[src/rtl/code_memory_controller.sv]
// Code-memory controller: decodes the bus address onto N code blocks; faults unmapped or protected-write accesses.
// Latency: fault 1 cycle, write 2, read MEM_LATENCY+2 (prefetch hit 1); optional CODEMEM_PREFETCH_EN buffer.
// Backpressure: oReady only in IDLE, so a request is held by the master until the previous access has responded.
module code_memory_controller #(
  parameter int ADDR_W = 32,
  parameter int DATA_W = 32,
  parameter int N_REGIONS = 3,
  parameter logic [N_REGIONS*ADDR_W-1:0] REGION_BASE  = {32'h8000_0000, 32'h0040_0000, 32'h0000_0000},
  parameter logic [N_REGIONS*ADDR_W-1:0] REGION_LIMIT = {32'h8000_1FFF, 32'h0040_3FFF, 32'h0000_07FF},
  parameter logic [N_REGIONS-1:0] REGION_WRITABLE = 3'b110,
  parameter int MEM_LATENCY = 1
) (
  input  logic                          iCLK,
  input  logic                          iRST,
  input  logic                          iReq,
  input  logic                          iWe,
  input  logic [DATA_W/8-1:0]           iBE,
  input  logic [ADDR_W-1:0]             iAddr,
  input  logic [DATA_W-1:0]             iWData,
  output logic                          oReady,
  output logic                          oValid,
  output logic [DATA_W-1:0]             oRData,
  output logic                          oFault,
  output logic [N_REGIONS-1:0]          oMemSel,
  output logic [ADDR_W-3:0]             oMemAddr,
  output logic                          oMemWren,
  output logic [DATA_W/8-1:0]           oMemBE,
  output logic [DATA_W-1:0]             oMemWData,
  input  logic [N_REGIONS*DATA_W-1:0]   iMemRData
);
  localparam int RW = (N_REGIONS > 1) ? $clog2(N_REGIONS) : 1;
  localparam int WW = ADDR_W - 2;
  localparam int BW = DATA_W / 8;

`ifdef CODEMEM_PREFETCH_EN
  typedef enum logic [2:0] {IDLE, ISSUE, WAIT, RESP, PREFETCH} state_t;
`else
  typedef enum logic [2:0] {IDLE, ISSUE, WAIT, RESP} state_t;
`endif

  state_t            state, nextState;
  logic [RW-1:0]     regIdx, hitIdx;
  logic [WW-1:0]     wordLat, latBaseW;
  logic              weLat, faultLat, hit, reqFault, memActive;
  logic [BW-1:0]     beLat;
  logic [DATA_W-1:0] wdLat, rdataLat, memQ;
  logic [2:0]        cnt;

  // Reverse scan so the lowest-indexed matching region wins on overlap.
  always_comb begin
    hit = 1'b0;
    hitIdx = '0;
    for (int i = N_REGIONS - 1; i >= 0; i--) begin
      if (iAddr >= REGION_BASE[i*ADDR_W +: ADDR_W] && iAddr <= REGION_LIMIT[i*ADDR_W +: ADDR_W]) begin
        hit = 1'b1;
        hitIdx = RW'(i);
      end
    end
  end

  assign reqFault = !hit || (iWe && !REGION_WRITABLE[hitIdx]);
  assign latBaseW = REGION_BASE[int'(regIdx)*ADDR_W + 2 +: WW];
  assign memQ     = iMemRData[int'(regIdx)*DATA_W +: DATA_W];

`ifdef CODEMEM_PREFETCH_EN
  logic              pfVld, pfActive, pfHit, pfGo;
  logic [WW-1:0]     pfTag, nextWord, latLimitW;
  logic [DATA_W-1:0] pfData;

  assign latLimitW = REGION_LIMIT[int'(regIdx)*ADDR_W + 2 +: WW];
  assign nextWord  = wordLat + 1'b1;
  assign pfHit     = pfVld && !iWe && (pfTag == iAddr[ADDR_W-1:2]);
  // Only a successful read chains a prefetch, and only while the next word stays inside its region.
  assign pfGo      = !weLat && !faultLat && (nextWord != '0) && (nextWord <= latLimitW);
`endif

  always_ff @(posedge iCLK) begin
    if (!iRST) state <= IDLE;
    else       state <= nextState;
  end

  always_comb begin
    nextState = state;
    case (state)
      IDLE: begin
        if (iReq) begin
          if (reqFault) nextState = RESP;
`ifdef CODEMEM_PREFETCH_EN
          else if (pfHit) nextState = RESP;
`endif
          else nextState = ISSUE;
        end
      end
      ISSUE: nextState = weLat ? RESP : WAIT;
      WAIT: begin
        if (cnt == 3'd1) begin
`ifdef CODEMEM_PREFETCH_EN
          nextState = pfActive ? IDLE : RESP;
`else
          nextState = RESP;
`endif
        end
      end
`ifdef CODEMEM_PREFETCH_EN
      RESP:     nextState = pfGo ? PREFETCH : IDLE;
      PREFETCH: nextState = WAIT;
`else
      RESP:     nextState = IDLE;
`endif
      default:  nextState = IDLE;
    endcase
  end

  always_ff @(posedge iCLK) begin
    if (!iRST) begin
      regIdx <= '0; wordLat <= '0; weLat <= 1'b0; faultLat <= 1'b0;
      beLat <= '0; wdLat <= '0; rdataLat <= '0; cnt <= '0;
`ifdef CODEMEM_PREFETCH_EN
      pfVld <= 1'b0; pfActive <= 1'b0; pfTag <= '0; pfData <= '0;
`endif
    end else begin
      case (state)
        IDLE: begin
          if (iReq) begin
            regIdx   <= hitIdx;
            wordLat  <= iAddr[ADDR_W-1:2];
            weLat    <= iWe;
            beLat    <= iBE;
            wdLat    <= iWData;
            faultLat <= reqFault;
            rdataLat <= '0;
`ifdef CODEMEM_PREFETCH_EN
            if (iWe) pfVld <= 1'b0;
            else if (!reqFault && pfHit) rdataLat <= pfData;
`endif
          end
        end
        ISSUE: cnt <= 3'(MEM_LATENCY);
        WAIT: begin
          if (cnt == 3'd1) begin
`ifdef CODEMEM_PREFETCH_EN
            if (pfActive) begin
              pfData   <= memQ;
              pfTag    <= wordLat;
              pfVld    <= 1'b1;
              pfActive <= 1'b0;
            end else begin
              rdataLat <= memQ;
            end
`else
            rdataLat <= memQ;
`endif
          end else begin
            cnt <= cnt - 3'd1;
          end
        end
`ifdef CODEMEM_PREFETCH_EN
        RESP: if (pfGo) wordLat <= nextWord;
        PREFETCH: begin
          cnt      <= 3'(MEM_LATENCY);
          pfActive <= 1'b1;
        end
`endif
        default: ;
      endcase
    end
  end

  always_comb begin
`ifdef CODEMEM_PREFETCH_EN
    memActive = (state == ISSUE) || (state == WAIT) || (state == PREFETCH);
`else
    memActive = (state == ISSUE) || (state == WAIT);
`endif
    oReady    = (state == IDLE);
    oValid    = (state == RESP);
    oFault    = (state == RESP) && faultLat;
    oRData    = (state == RESP) ? rdataLat : '0;
    oMemSel   = memActive ? (N_REGIONS'(1) << regIdx) : '0;
    oMemAddr  = memActive ? (wordLat - latBaseW) : '0;
    oMemWren  = (state == ISSUE) && weLat;
    oMemBE    = oMemWren ? beLat : '0;
    oMemWData = oMemWren ? wdLat : '0;
  end
endmodule

[config.mk]
export PLATFORM = sky130hd
export DESIGN_NAME = code_memory_controller
export DESIGN_NICKNAME = d
export VERILOG_FILES = /design/src/rtl/code_memory_controller.sv
export SDC_FILE = /design/constraint.sdc
export NUM_CORES = 1
export LEC_CHECK = 0
export CAP_MARGIN = 20
export CORE_MARGIN = 2
export CORE_UTILIZATION = 25
export CTS_CLUSTER_SIZE = 25
export DETAILED_ROUTE_END_ITERATION = 10
export GPL_TIMING_DRIVEN = 0
export PLACE_DENSITY = 0.53
export SLEW_MARGIN = 20
export SYNTH_ARGS = -nofsm -noshare
export SYNTH_HDL_FRONTEND = slang
export SYNTH_SLANG_ARGS = --single-unit
[constraint.sdc]
create_clock -name iCLK -period 6 [get_ports iCLK]
set_clock_uncertainty 0.05 [all_clocks]
set_input_delay 1.2 -clock iCLK [delete_from_list [all_inputs] [get_ports iCLK]]
set_output_delay 1.2 -clock iCLK [all_outputs]
set_load 0.01 [all_outputs]
==> results of run 1 <==
-- registers in the layout, indices dropped and copies added (netlist names) --
name and count:
faultLat 1, regIdx 2, cnt 3, beLat 4, rdataLat 32, wdLat 32, wordLat 30, state 2
weLat 1
-- critical path: stages (launching register included) --
cell             delay [ps]
dfxtp_1                 300
buf_2                   230
nor2b_1                 160
clkbuf_1                270
buf_2                   290
inv_1                    90
ha_1                    320
or4_4                   490
buf_6                   160
nor3_2                  230
o21ai_0                 110
a21oi_1                 170
clkdlybuf4s50_1         560
-- cell families (layout without fill, tap and decap cells) --
| logic type | after synthesis | in the layout | share of synthesized area |
|---|---|---|---|
| and+or+nand+nor | 306 | 306 | 0.279 |
| buffers and inverters | 68 | 354 | 0.0506 |
| xor gates and xnor gates | 5 | 5 | 0.00813 |
| muxes | 35 | 35 | 0.0650 |
| adders and majority gates | 7 | 7 | 0.0162 |
| DFF | 107 | 107 | 0.397 |
| AOI/OAI and AO/OA | 153 | 153 | 0.184 |
-- power breakdown --
group          switching (uW)  internal (uW)  total [uW]  leakage [uW]
sequential               57.1            818         875      0.000872
combinational             505            386         891       0.00216
clock                     268            338         606      0.000140
-- area by class of cell --
cell class	instances	area [um2]
plain buffers	60	243
clock buffers	13	250
clock inverters	3	46.3
fillers	2227	12400
inverters	8	30.0
multi-input cells	506	2980
flip-flops and latches	107	2140
well taps	275	344
repair buffers	270	2700
-- worst min-delay path by stage --
stage,to,depth (start not counted),slack [ps]
2_1_floorplan,wordLat[0],2,380
3_3_place_gp,wdLat[25],2,390
3_5_place_dp,wdLat[10],2,390
4_1_cts,wdLat[10],2,400
5_1_grt,wdLat[26],2,410
6_report,wdLat[8],2,400
-- routing by layer --
metal / vias to the layer above / wire (um) / share of wire
li1: 2893 / - / -
met1: 2560 / 8290 / 0.43
met2: 180 / 8910 / 0.46
met3: 21 / 1890 / 0.097
met4: 0 / 376 / 0.019
met5: - / 0 / 0
-- cell usage in the layout (no fill, tap or decap), types with 2 or more instances in the layout --
master             n
clkdlybuf4s50_1  270
nand2_1          142
dfxtp_1          107
a21oi_1           74
and2_1            60
clkbuf_1          49
nor2_1            40
and3_1            36
mux2i_1           35
o2bb2ai_1         32
a22oi_1           32
clkbuf_16          9
buf_2              8
inv_1              7
ha_1               7
nor2b_1            6
o21ai_0            6
buf_1              5
nor4_1             4
xnor2_1            3
or4_1              2
xor2_1             2
o21a_1             2
a21boi_0           2
nand2b_1           2
nor3_1             2
-- per-stage QoR --
stage	hold WS [ps]	cell area, um2	std cells
after global placement	388	8440	1226
after global routing	414	8730	1242
after CTS	404	8730	1242
after detailed placement	393	8440	1226
final	400	8730	1242
after floorplan	382	5390	681
==> flow_metrics.env, run 1 <==
export IMPL_synth_edf_count=0
export IMPL_hold_viol=0
export IMPL_crit_path_end_kind="output port"
export IMPL_routabilityCongestion=0.779
export IMPL_yosysSeqAreaShare=0.397
export IMPL_dp_hpwl_mm=15.3
export IMPL_synth_cell_types=43
export IMPL_crit_path_end="oMemAddr[27]"
export IMPL_critPathLaunchType="flip-flop"
export IMPL_path_clk_slew_ps=70
export IMPL_power_leakage_uw=0.00317
export IMPL_final_setup_viol_count=0
export IMPL_critical_path_startpoint="regIdx[0]"
export IMPL_drt_pass1_iterations=4
export IMPL_min_period_ps=4970
export IMPL_grt_pass1_wl_mm=28.8
export IMPL_rsz0062_at_grt="no"
export IMPL_vias=5654
export IMPL_run_status="completed"
export IMPL_max_freq_mhz=201
export IMPL_area_growth_pct=62.0
export IMPL_synth_area_um2=5390
export IMPL_drtAntennaViolNets=0
export IMPL_use_met3=0.0560
export IMPL_grt_overflow=0
export IMPL_antenna_found_initial=0
export IMPL_synthArstFlopShare=0
export IMPL_diodes=0
export IMPL_yosysTopAreaCell="dfxtp_1"
export IMPL_finalCoreUtilization=0.414
export IMPL_fin_crit_sh=0.829
export IMPL_yosys_top_cells_count="142 x nand2_1, 107 x dfxtp_1, 74 x a21oi_1, 60 x and2_1, 46 x clkbuf_1"
export IMPL_clock_sinks=107
export IMPL_grt_pass1_vias=5476
export IMPL_worstReg2RegEnd="wordLat[21]"
export IMPL_power_density_nw_per_um2=272
export IMPL_grt_use_met1=0.196
export IMPL_r2r_cells=7
export IMPL_hold_class="flip-flop to flip-flop"
export IMPL_cts_tree="done"
export IMPL_top_usage_layer="met2"
export IMPL_yosysMostFrequentCell="nand2_1"
export IMPL_dp_slack_ps=1370
export IMPL_syn_inst=681
export IMPL_cts_setup_buffers=0
export IMPL_synthTopCellsByArea="dfxtp_1 40%, nand2_1 9.9%, and2_1 7.0%"
export IMPL_layout_nets=1137
export IMPL_fin_ws_ps=1030
export IMPL_io_pins=273
export IMPL_yosysWarnings=0
export IMPL_syn_area_per_cell_um2=7.92
export IMPL_setup_tns_final_ps=0
export IMPL_cp_arrival_ps=3720
export IMPL_drive_above_1_share=0.0300
export IMPL_cts_buffer_depth=2
export IMPL_wl_per_cell_um=15.7
export IMPL_die_area_um2=22800
export IMPL_rows=53
export IMPL_grt_usage=0.162
export IMPL_cts_htree_levels=3
export IMPL_drtIter0Drc=176
export IMPL_cts_hold_buffers=0
export IMPL_initial_core_util=0.256
export IMPL_yosysTopAreaCellShare=0.397
export IMPL_required_ps=4750
export IMPL_numCtsBuffers=9
export IMPL_fin_total_pwr_uw=2370
export IMPL_io_buffers=270
export IMPL_grt_max_degree=17
export IMPL_clk_latency_ps=340
export IMPL_drv_slew=0
export IMPL_reg2reg_setup_slack_ps=3770
export IMPL_routed_wl_mm=19.5
export IMPL_peakVddDrop_mv=0.126
export IMPL_core_um2=21100
export IMPL_drc=0
export IMPL_die_h_um=151
export IMPL_path_max_fanout=10
export IMPL_cts_resized_gates=0
export IMPL_maxCapViolations=0
export IMPL_synth_seq_cells=107
export IMPL_r2r_start="state[0]"
export IMPL_vias_per_cell=4.55
export IMPL_crit_type="flip-flop to output port"
export IMPL_clock_root_buffer="clkbuf_16"
export IMPL_worstHoldStart="wdLat[8]"
export IMPL_ys_flop_type="dfxtp_1"
export IMPL_use_met2=0.273
export IMPL_tightest_slew_ps=642
export IMPL_die_w_um=151
export IMPL_timing_slew_headroom=0.561
export IMPL_syn_nets=856
Note: power is estimated with default switching activity, not from simulation.
==> inputs of run 2 (changes only) <==
- clock period: 6 -> 5 ns (I/O delays scaled with it)
==> run 2 against run 1 <==
Against the previous run:
- routed wire length is essentially flat
- global-route usage did not move
- utilization about the same
- via count grew 0.19%
- critical endpoint unchanged
- largest cell class unchanged
==> flow_metrics.env, run 2 (same netlist as run 1, synthesis figures left out) <==
export IMPL_cts_buffer_depth=2
export IMPL_switchingPower_uw=997
export IMPL_path_buf_inv=6
export IMPL_die_w_um=151
export IMPL_clock_sinks=107
export IMPL_r2r_start="state[0]"
export IMPL_required_ps=3950
export IMPL_layout_nets=1137
export IMPL_vias_per_cell=4.56
export IMPL_r2r_cells=7
export IMPL_vias=5665
export IMPL_critical_path_startpoint="regIdx[0]"
export IMPL_crit_slowest_cell="clkdlybuf4s50_1"
export IMPL_cts_resized_gates=0
export IMPL_setup_tns_final_ps=0
export IMPL_die_h_um=151
export IMPL_power_frac_comb=0.376
export IMPL_area_growth_pct=62.0
export IMPL_peakVddDrop_mv=0.151
export IMPL_maxCapViolations=0
export IMPL_rsz0062_at_grt="no"
export IMPL_worstPathCellList="buf_2 > nor2b_1 > clkbuf_2 > buf_2 > inv_1 > ha_1 > or4_4 > buf_6 > nor3_2 > o21ai_0 > a21oi_1 > clkdlybuf4s50_1"
export IMPL_cts_setup_buffers=0
export IMPL_internal_power_uw=1850
export IMPL_final_common_cell="clkdlybuf4s50_1"
export IMPL_crit_type="flip-flop to output port"
export IMPL_drtAntennaViolNets=0
export IMPL_switching_share=0.350
export IMPL_worstReg2RegEnd="wordLat[21]"
export IMPL_cts_tree="done"
export IMPL_fin_crit_sh=0.930
export IMPL_rows=53
export IMPL_diodes=0
export IMPL_critPathTopFamily="buffers and inverters"
export IMPL_drtIter0Drc=175
export IMPL_grt_overflow=0
export IMPL_drive_above_1_share=0.0310
export IMPL_cts_hold_buffers=0
export IMPL_run_status="completed"
export IMPL_final_setup_viol_count=0
export IMPL_initial_core_util=0.256
export IMPL_clock_root_buffer="clkbuf_16"
export IMPL_clockPowerShare=0.255
export IMPL_crit_cells=12
export IMPL_numCtsBuffers=9
export IMPL_core_um2=21100
export IMPL_die_area_um2=22800
export IMPL_crit_path_end_kind="output port"
export IMPL_tightest_slew_ps=642
export IMPL_cpPeakStageDelay_ps=560
export IMPL_cts_htree_levels=3
export IMPL_grt_pass1_vias=5476
export IMPL_power_leakage_uw=0.00318
export IMPL_p_seq_frac=0.369
export IMPL_cp_arrival_ps=3600
export IMPL_power_density_nw_per_um2=326
export IMPL_io_buffers=270
export IMPL_reg2reg_setup_slack_ps=2770
export IMPL_final_cell_mix="270 x clkdlybuf4s50_1, 142 x nand2_1, 107 x dfxtp_1, 74 x a21oi_1, 60 x and2_1"
export IMPL_io_pins=273
export IMPL_routabilityCongestion=0.779
export IMPL_routed_wl_mm=19.5
export IMPL_finalCoreUtilization=0.414
export IMPL_max_freq_mhz=215
export IMPL_grt_pass1_wl_mm=28.8
export IMPL_drc=0
export IMPL_clk_latency_ps=340
export IMPL_antenna_found_initial=0
export IMPL_path_clk_slew_ps=70
export IMPL_hold_viol=0
export IMPL_timing_slew_headroom=0.561
export IMPL_hold_class="flip-flop to flip-flop"
export IMPL_dp_hpwl_mm=15.3
export IMPL_wl_per_cell_um=15.7
export IMPL_grt_max_degree=17
export IMPL_critPathLaunchType="flip-flop"
export IMPL_top_regs="rdataLat x32, wdLat x32, wordLat x30"
export IMPL_drt_pass1_iterations=5
export IMPL_path_max_fanout=10
export IMPL_min_period_ps=4650
export IMPL_crit_path_end="oMemAddr[27]"
export IMPL_grt_usage=0.162
export IMPL_worstHoldStart="wdLat[8]"
export IMPL_drv_slew=0
export IMPL_crit_top_cell="buf_2"
-- run 2: cell counts in the layout (fill, tap and decap cells not counted) --
Identical to the previous run, type by type.
-- run 2: through the flow --
stage          power [uW]  instance area (um2)  setup slack [ps]  hold slack (ps)  std cells
6_report             2850                 8730               350              400       1242
4_1_cts              2900                 8730               181              404       1242
3_3_place_gp         2150                 8440               580              388       1226
3_5_place_dp         2160                 8440               573              393       1226
2_1_floorplan        1670                 5390              1480              382        681
5_1_grt              3050                 8730              63.0              414       1242
-- run 2: worst min path at each step --
stage,to,slack (ps),cells after the start
floorplan,wordLat[0],380,2
global placement,wdLat[25],390,2
detailed placement,wdLat[10],390,2
CTS,wdLat[10],400,2
global route,wdLat[26],410,2
finish,wdLat[8],400,2
-- run 2: final cells by class --
class | instances | area (um2)
sequential | 107 | 2140
fill | 2226 | 12400
inverter | 8 | 30.0
timing repair buffer | 270 | 2700
multi-input combinational | 506 | 2980
clock inverter | 3 | 46.3
tap | 275 | 344
buffer | 60 | 244
clock buffer | 13 | 250
-- run 2: metal layers --
metal  global-route usage  routed length (um)  up-vias
met5                    0                   0        -
met4               0.0491                 376        0
met3               0.0560                1910       21
met2                0.273                8890      186
met1                0.196                8300     2567
li1                     -                   -     2891
-- run 2: power groups by stage --
stage / logic [uW] / clock network, uW / registers (uW)
floorplan: 618 / 0 / 1050
detailed placement: 1090 / 0 / 1070
CTS: 1090 / 759 / 1050
finish: 1070 / 727 / 1050
global route: 1200 / 789 / 1070
global placement: 1090 / 0 / 1070
-- run 2: tightest hold or removal path, cell delays in order, from the launching register on --
cell and delay (ps):
dfxtp_1 310, nand2_1 50, a21oi_1 50
